### config.mk
export PLATFORM = sky130hd
export DESIGN_NAME = imem_arbiter
export DESIGN_NICKNAME = d
export VERILOG_FILES = /design/src/rtl/imem_arbiter.sv
export SDC_FILE = /design/constraint.sdc
export NUM_CORES = 1
export LEC_CHECK = 0
export CAP_MARGIN = 0
export CORE_AREA = 2 2 75 77
export CTS_CLUSTER_SIZE = 20
export DETAILED_ROUTE_END_ITERATION = 8
export DIE_AREA = 0 0 77 79
export GPL_TIMING_DRIVEN = 1
export PLACE_DENSITY = 0.79
export SLEW_MARGIN = 15
export SYNTH_ARGS = -nofsm -noshare
export SYNTH_HDL_FRONTEND = slang
export SYNTH_SLANG_ARGS = --single-unit
### constraint.sdc
create_clock -name Clk -period 3.3 [get_ports Clk]
set_input_delay 0.66 -clock Clk [delete_from_list [all_inputs] [get_ports Clk]]
set_output_delay 0.66 -clock Clk [all_outputs]
set_load 0.02 [all_outputs]
### src/rtl/imem_arbiter.sv
// imem_arbiter: shares the single-ported instruction memory between the
// fetch unit and the program loader. BOOT lets only the loader in; RUN
// arbitrates per cycle, loader first, and turns fetch byte PCs into word
// indices with address-fault detection.
// Optional build macro IMEM_ARB_FAIR_EN: bounds how many consecutive loader
// wins a waiting fetch can suffer (STARVE) before fetch is forced through.
module imem_arbiter #(
    parameter logic [31:0] BASE   = 32'h0000_3000,
    parameter int          AW     = 10,
    parameter int          STARVE = 4
) (
    input  logic          Clk,
    input  logic          Clr,
    input  logic          FReq,
    input  logic [31:0]   FPC,
    output logic          FGnt,
    output logic          FValid,
    output logic [31:0]   FData,
    output logic          FErr,
    input  logic          LReq,
    input  logic [AW-1:0] LAddr,
    input  logic [31:0]   LData,
    input  logic          LDone,
    output logic          LGnt,
    output logic [AW-1:0] MemAddr,
    output logic          MemWe,
    output logic [31:0]   MemWData,
    input  logic [31:0]   MemRData,
    output logic          Booting
);

    localparam logic [0:0]  ST_BOOT = 1'b0;
    localparam logic [0:0]  ST_RUN  = 1'b1;
    // One past the last byte address backed by memory, kept 33 bits wide so
    // a BASE near the top of the address space cannot wrap.
    localparam logic [32:0] LIMIT   = {1'b0, BASE} + (33'd4 << AW);

    logic [0:0]    state_q, state_d;
    logic          f_valid_q, f_valid_d;
    logic          f_err_q, f_err_d;
    logic [AW-1:0] mem_addr_q, mem_addr_d;

    logic          l_gnt;
    logic          f_gnt;
    logic          fetch_fault;
    logic          fetch_forced;
    logic [31:0]   fpc_off;
    logic          unused_off_bits;

    // Byte offset from memory word 0; only the word-index bits reach memory.
    assign fpc_off         = FPC - BASE;
    assign unused_off_bits = ^{fpc_off[31:AW+2], fpc_off[1:0]};
    assign fetch_fault     = (FPC < BASE) || ({1'b0, FPC} >= LIMIT) ||
                             (FPC[1:0] != 2'b00);

`ifdef IMEM_ARB_FAIR_EN
    localparam int CW = $clog2(STARVE + 1);

    logic [CW-1:0] starve_q, starve_d;

    assign fetch_forced = (starve_q == CW'(STARVE)) && FReq;

    // Count loader wins that happened while fetch was waiting; any fetch
    // grant or any cycle without a fetch request starts the count over.
    always_comb begin
        starve_d = starve_q;
        if (state_q == ST_RUN) begin
            if (!FReq || f_gnt) begin
                starve_d = '0;
            end else if (l_gnt) begin
                starve_d = starve_q + 1'b1;
            end
        end
    end

    // Starvation counter register.
    always_ff @(posedge Clk or posedge Clr) begin
        if (Clr) begin
            starve_q <= '0;
        end else begin
            starve_q <= starve_d;
        end
    end
`else
    assign fetch_forced = 1'b0;
`endif

    // Per-cycle grant: loader only while booting, loader-first in RUN unless
    // the fairness counter forces a waiting fetch through.
    always_comb begin
        l_gnt = 1'b0;
        f_gnt = 1'b0;
        if (state_q == ST_BOOT) begin
            l_gnt = LReq;
        end else if (LReq && !fetch_forced) begin
            l_gnt = 1'b1;
        end else if (FReq) begin
            f_gnt = 1'b1;
        end
    end

    // Memory port drive; a faulting fetch touches nothing, so the address
    // holds its last value just as on an idle cycle.
    always_comb begin
        mem_addr_d = mem_addr_q;
        if (l_gnt) begin
            mem_addr_d = LAddr;
        end else if (f_gnt && !fetch_fault) begin
            mem_addr_d = fpc_off[AW+1:2];
        end
    end

    // Next-state and response bookkeeping for the cycle after a fetch grant.
    always_comb begin
        state_d   = state_q;
        f_valid_d = f_gnt;
        f_err_d   = f_gnt && fetch_fault;
        if ((state_q == ST_BOOT) && LDone) begin
            state_d = ST_RUN;
        end
    end

    // State, response flags and held memory address.
    always_ff @(posedge Clk or posedge Clr) begin
        if (Clr) begin
            state_q    <= ST_BOOT;
            f_valid_q  <= 1'b0;
            f_err_q    <= 1'b0;
            mem_addr_q <= '0;
        end else begin
            state_q    <= state_d;
            f_valid_q  <= f_valid_d;
            f_err_q    <= f_err_d;
            mem_addr_q <= mem_addr_d;
        end
    end

    assign LGnt     = l_gnt;
    assign FGnt     = f_gnt;
    assign MemWe    = l_gnt;
    assign MemWData = l_gnt ? LData : 32'h0;
    assign MemAddr  = mem_addr_d;
    assign FValid   = f_valid_q;
    assign FErr     = f_err_q;
    assign FData    = (f_valid_q && !f_err_q) ? MemRData : 32'h0;
    assign Booting  = (state_q == ST_BOOT);

endmodule
; Word-level counts from Yosys, hierarchy flattened
; Index checks and enable logic that the tools add are counted.
[totals]
ff_bits = 13
latch_bits = 0
ramBits = 0
rom_bits = 0
inputBits = 111
output_inout_bits = 80
wordCells = 26
memories = 0
[op_classes]
n_addsub = 1
multipliers = 0
div_mod_pow = 0
order_cmp = 2
n_eq_ne = 0
shift = 0
muxes = 9
bitwise_logic = 1
n_reduce_logical = 9
[op_table]
columns = operator, count
row1 = 32-bit 2-to-1 mux, 2
row2 = "32-bit by 15-bit greater-or-equal comparator with 1-bit output, second input constant", 1
row3 = "32-bit by 14-bit less-than comparator with 1-bit output, second input constant", 1
row4 = 10-bit 2-to-1 mux, 2
row5 = "12-bit by 1-bit subtractor with 12-bit output, second input constant", 1
row6 = 1-bit 2-to-1 mux, 5
row7 = 1-bit logical AND, 4
row8 = 1-bit zero test, 2
row9 = 1-bit logical OR, 2
row10 = 2-bit nonzero test, 1
row11 = 1-bit inverter, 1

; Longest topological paths before layout
[logic_depth]
ltp_word = 7
depth_mapped = 5
mapped_depth_nobuf = 4

; Worst setup path before layout
; No wires, ideal clock.
[synth_timing]
path_type = input to output
startpoint = in FPC[19]
endpoint = out MemAddr[0]
t_arrival_ns = 1.735
t_required_ns = 2.640
setup_slack_ns = 0.905
path_stages = 5
path_buffers = 1
path_cell_list = nor4_1 and4b_2 and3_1 buf_6 a221o_1
[synth_between]
elab_chain_len = 7
elab_cells_between_ends = 8
classes_between = 2 x order compare / 2 x mux / 4 x reduce/logical
[synth_rtl]
columns = element, line_no
row1 = from (decl), 15  ; input logic [31:0] FPC,
row2 = 32-bit by 14-bit less-than comparator with 1-bit output / 32-bit by 15-bit greater-or-equal comparator with 1-bit output (equally long branches), 53  ; assign fetch_fault = (FPC < BASE) || ({1'b0, FPC} >= LIMIT) ||
row3 = 1-bit logical OR (*) (2 in series), 53
row4 = 1-bit zero test (*), 108  ; end else if (f_gnt && !fetch_fault) begin
row5 = 1-bit logical AND (*), 108
row6 = 10-bit 2-to-1 mux (*), 108
row7 = 10-bit 2-to-1 mux (*), 106  ; if (l_gnt) begin
row8 = to (decl), 25  ; output logic [AW-1:0] MemAddr,
; Mark *: on every way between the ends. The rest lies on a longest branch, timed or not.

; Worst setup path in the final report
[layout_timing]
startpoint = in FPC[17]
endpoint = out MemAddr[2]
; The elaborated chain is that of the path after synthesis.

==> out/metrics.cfg <==
[critical_path]
worstPathArrival_ps = 2520
crit_slowest_cell = clkdlybuf4s50_1
worst-path-buf-inv = 2
reg2reg_from = state_q
cp-startpoint = FPC[17]
path_class = in2out
critPathRequiredTime_ps = 2640
cp_cell_sequence = clkdlybuf4s50_1 > nor4b_2 > and4_4 > a31oi_4 > a221o_1 > dlygate4sd2_1
critPathCaptureType = output pin
critical-path-max-stage-delay_ps = 410
critPathMaxFanout = 10
cp_top_family = buffers and inverters
crit_path_start_kind = input pin

[die]
core_sq_mm = 0.00534
ios = 191
die_area_sq_mm = 0.00608
die_height_microns = 79
die_width_microns = 77
start_util = 0.205
rows = 27

[placed_design]
finalWeightedCongestion = 0.744
io_buffer_count = 190
dp_slack_ps = -162
dp_hpwl_microns = 4450

[yosys]
ys_ff_latch = 13
synth_top_cell_area_share = 0.377
ys_types = 21
synth_area_leaders = and2_1 (38%), dfrtp_1 (30%), a221o_1 (9.1%)
synthAdderAreaFrac = 0
synth_top_family_by_area = simple AND/OR/NAND/NOR gates
ys_seq_area_frac = 0.297
synthMuxAreaShare = 0
synth_top_cell_by_area = and2_1
syn_area_per_cell_sq_um = 8.91
synth_compound_area_frac = 0.118
ys_warn_count = 0
syn-num-nets = 234
synth_xor_xnor_area_share = 0
synth-simple-area-share = 0.530
synth_cells = 123
netlist_area_sq_mm = 0.00110

[job]
cap_violations = 0

[pwr]
p_int_w = 0.000477
total_power_w = 0.000675
ir_drop_v = 0.000151
p_sw_frac = 0.293
power.density_mw_per_mm2 = 216
seqPwrFrac = 0.260
p_leak_nw = 1.24
power_frac_clock = 0.217
power.switching_w = 0.000198
combPwrFrac = 0.523

[detailed_routing]
vias = 1562
drtIter0Drc = 24
drc_errors = 0
drt-total-wl_microns = 5250
first_pass_iters = 4
routedWlPerCell_microns = 13.7
viasPerCell = 4.07
drtAntennaViolNets = 0

[finish]
layout.area.seq_sq_um = 325
layout_commonest_cell = clkdlybuf4s50_1
final_cell_mix = clkdlybuf4s50_1 (180), and2_1 (66), dfrtp_1 (13)
syn_to_final_growth_pct = 184
nets = 424
fillers = 493
multi_input_area_sq_um = 709
fin_util = 0.584
drive_above_1_share = 0.0737
n_antenna_cell = 0

[sta]
relSlewSlack = 0.626
skew_ps = 2.05
setup_violations = 0
finalCritPeriodShare = 0.962
setup_slack_ps = 125
whs_ps = 484
hold_viol = 0
worstMarginPinSlew_ps = 560
max_freq_ghz = 0.315
rsz0062_at_grt = false
layout_min_cycle_time_ps = 3180
final_max_slew_viol_count = 0
setup_tns_ps = 0

[worst_hold_path]
worstHoldPathType = reg2reg
hp-start = state_q

[clock_tree]
clock-sinks = 13
cts_buffers = 3
clock_path_buffers = 2
cts_setup_buffers = 0
htreeDepth = 1
cts_tree = done
clock_latency_ps = 250
path_clk_slew_ps = 60
clockRootBuffer = clkbuf_8

[global_routing]
first_global_vias = 1503
grt_start_max_net_pins = 33
grt_pass1_wl_microns = 8000
antenna_found_initial = 0
grtUsageTotal = 0.163
overflow = 0

[run_status]
status = completed

per-stage QoR:
stage / area [sq um] / cells
after floorplan: 1100 / 123
after global placement: 3080 / 380
after detailed placement: 3080 / 380
after CTS: 3120 / 384
after global routing: 3120 / 384
final: 3120 / 384
cell usage after synthesis, drive strengths merged:
| cell type | count |
|---|---|
| and3 | 1 |
| a31oi | 1 |
| inv | 2 |
| a21boi | 1 |
| clkbuf | 7 |
| and4b | 1 |
| nor4b | 1 |
| or2 | 1 |
| nor2 | 2 |
| and4 | 1 |
| nor4 | 3 |
| and2 | 74 |
| dfrtp | 13 |
| buf | 3 |
| nor3b | 1 |
| a221o | 10 |
| nor2b | 1 |
cell type report:
cell class / count / share of cell area
multi-input combinational: 98 / 0.228
tap: 72 / 0.0289
timing repair buffer: 195 / 0.622
inverter: 2 / 0.00241
clock buffer: 4 / 0.0145
sequential: 13 / 0.104
worst register-to-register path, delay by kind of cell, from the launching register on:
kind	cells	cell delay, ps
AO/OA/AOI/OAI	2	530
flip-flops	1	350
buffers and inverters	2	240
AND/OR/NAND/NOR	1	210
path summary, 6_finish.rpt:
kind	endpoint	slack (ps)	cells after the start
min	state_q	480	1
max reg2reg	mem_addr_q[2]	1850	5
max in group asynchronous	mem_addr_q[6]	2160	2
max	MemAddr[2]	120	6
min reg2reg	state_q	480	1
min in group asynchronous	FValid	770	2
timing repair:
item                                    CTS  global route
gates resized for setup                  10             0
hold buffers                              0             0
endpoints found under the hold margin     0             0
endpoints found under the setup margin   10             0
cells by family (layout without fill, tap and decap cells):
| logic type | Yosys count | after routing |
|---|---|---|
| flops | 13 | 13 |
| simple gates | 86 | 86 |
| buf+inv | 12 | 201 |
| compound gates | 12 | 12 |
power by group through the flow:
stage | clock (W) | combinational, W | sequential, W
2_1_floorplan | 0 | 0.000125 | 0.000179
3_3_place_gp | 0 | 0.000358 | 0.000179
3_5_place_dp | 0 | 0.000363 | 0.000178
4_1_cts | 0.000154 | 0.000357 | 0.000175
5_1_grt | 0.000165 | 0.000373 | 0.000176
6_report | 0.000147 | 0.000353 | 0.000175
flip-flops by register name (all words and copies together) (netlist names):
| name | cells |
|---|---|
| state_q | 1 |
| FValid | 1 |
| mem_addr_q | 10 |
| FErr | 1 |
routing by layer:
metal  part of all wire  vias to the layer above  wire [microns]  track usage
met1               0.42                      706            2180        0.207
met5                  0                        -               0            0
met4             0.0019                        0              10       0.0161
met3              0.066                        2             346       0.0455
li1                   -                      785               -            -
met2               0.52                       69            2710        0.287
(Power assumes the default switching activity.)
==> RTL change (same flow settings) <==
The option `IMEM_ARB_FAIR_EN` is turned on by a define.
--- a/src/rtl/imem_arbiter.sv
+++ b/src/rtl/imem_arbiter.sv
@@ -6,2 +6,4 @@
 // wins a waiting fetch can suffer (STARVE) before fetch is forced through.
+`define IMEM_ARB_FAIR_EN
+
 module imem_arbiter #(
Check against the original RTL: not equivalent (Yosys sat finds a counterexample within 10 cycles, from zero or initial values).
==> RTL change against the unedited design <==
- sequential cell count grew 3
- routed wire length grew 24%
- worst setup slack gained 0.0053 ns
- via count grew 28%
- total power grew 10%
- combinational power grew 9.1%
- synthesized area grew 27%
- design area grew 12%
==> RTL change: results (changes against the unedited design) <==
| Result | Reported | Change |
| --- | --- | --- |
| Run status | complete, no violations | unchanged |
| Hold_ws | 0.538 ns | was 0.484 ns |
| FF-to-FF setup slack | 1.52 ns | was 1.85 ns |
| Worst reg2reg path endpoint | mem_addr_q[8] | was mem_addr_q[2] |
| Cell types with the highest counts after synthesis | sky130_fd_sc_hd__and2_1 (66), sky130_fd_sc_hd__dfrtp_1 (16), sky130_fd_sc_hd__nor2_1 (12) | was sky130_fd_sc_hd__and2_1 (66), sky130_fd_sc_hd__dfrtp_1 (13), sky130_fd_sc_hd__a221o_1 (10) |
| Distinct cells, synth | 30 | was 21 |
| Arrival time at the worst endpoint | 2.51 ns | was 2.52 ns |
| Reported net switching power | 222 uW | was 198 uW |
| Total via count after detailed routing | 2,000 | was 1,562 |
| Wire length of the first global-routing pass | 10.1 mm | was 8.00 mm |
| Nets in the synthesized netlist | 292 | was 234 |
| Static leakage | 0.00142 uW | was 0.00124 uW |
| Share of the yosys chip area belonging to registers | 28.7% | was 29.7% |
| Final Wtd Congestion | 0.848 | was 0.744 |
| Final routed wire length divided by cell count | 14.6 um | was 13.7 um |
| Launch point of the worst reg-to-reg path | starve_q[0] | was state_q |
| Max rail drop VDD | 0.000149 V | was 0.000151 V |
| Area fraction in compound gates after synthesis | 15.0% | was 11.8% |
| Number of global-route vias before repair | 1,929 | was 1,503 |
| Cell depth of the worst flop-to-flop path | 7 | was 5 |
| Endpoint of the worst setup timing path | MemWData[13] | was MemAddr[2] |
| Post-Synth Adder-Cell Area | 1.80% | was 0% |
| Worst hold start | starve_q[2] | was state_q |
| Number of nets in the layout | 489 | was 424 |
| Final clock skew | 0.000818 ns | was 0.00205 ns |
| Proportion of layout cells with a drive suffix above 1 | 7.22% | was 7.37% |
| Number of placed instances with taps included | 443 | was 380 |
| Highest cell delay on the worst timing path | 0.65 ns | was 0.41 ns |
| Violation count after the first detailed-route iteration | 81 | was 24 |
| Ranking of synthesized cells by area | sky130_fd_sc_hd__and2_1 (30%), sky130_fd_sc_hd__dfrtp_1 (29%), sky130_fd_sc_hd__a31oi_1 (4.5%) | was sky130_fd_sc_hd__and2_1 (38%), sky130_fd_sc_hd__dfrtp_1 (30%), sky130_fd_sc_hd__a221o_1 (9.1%) |
| Final Instance Count excl. Fillers | 446 | was 384 |
==> RTL change: changes by cell type after synthesis, moves of 9 or more <==
cell	before	now
sky130_fd_sc_hd__o21ai_0	0	10
sky130_fd_sc_hd__nor2_1	2	12
sky130_fd_sc_hd__a21oi_1	0	11
sky130_fd_sc_hd__a221o_1	10	0
sky130_fd_sc_hd__and3_1	1	10
sky130_fd_sc_hd__a31oi_1	0	10
==> RTL change: worst max-delay path: cells and delay by family <==
family,cells,cell delay [ns]
buffers and inverters,5,1.60
and+or+nand+nor,1,0.16
AOI/OAI and AO/OA,1,0.08
==> RTL change: metal layers <==
layer / part of all wire [%] / global-route usage, % / wire (um) / vias to the layer above
met2: 51 / 37.7 / 3330 / 106
met4: 0.94 / 3.93 / 61 / 0
met5: 0 / 0 / 0 / -
met1: 39 / 25.2 / 2560 / 901
met3: 8.5 / 5.34 / 552 / 4
li1: - / - / - / 989
==> RTL change: logic make-up after synthesis <==
logic type,after synthesis
mux,1
simple gates,104
flops,16
fa+ha+maj,2
compound gates,37
buf+inv,19
==> RTL change: repair_timing <==
| action | CTS | global route |
|---|---|---|
| hold buffers | 0 | 0 |
| resized for setup | 13 | 0 |
| setup endpoints to repair | 10 | 0 |
==> RTL change: final cells by class <==
type                            count  area, um2
Tap cell                           72       90.1
Inverter                            5       18.8
Multi-Input combinational cell    144        907
Fill cell                         481       1860
Timing Repair Buffer              206       2020
Clock buffer                        3       41.3
Sequential cell                    16        400
==> RTL change: power groups by stage <==
stage / clock (uW) / sequential (uW) / combinational [uW]
finish: 145 / 214 / 385
global route: 154 / 215 / 412
CTS: 149 / 214 / 388
detailed placement: 0 / 217 / 394
global placement: 0 / 217 / 390
floorplan: 0 / 218 / 139
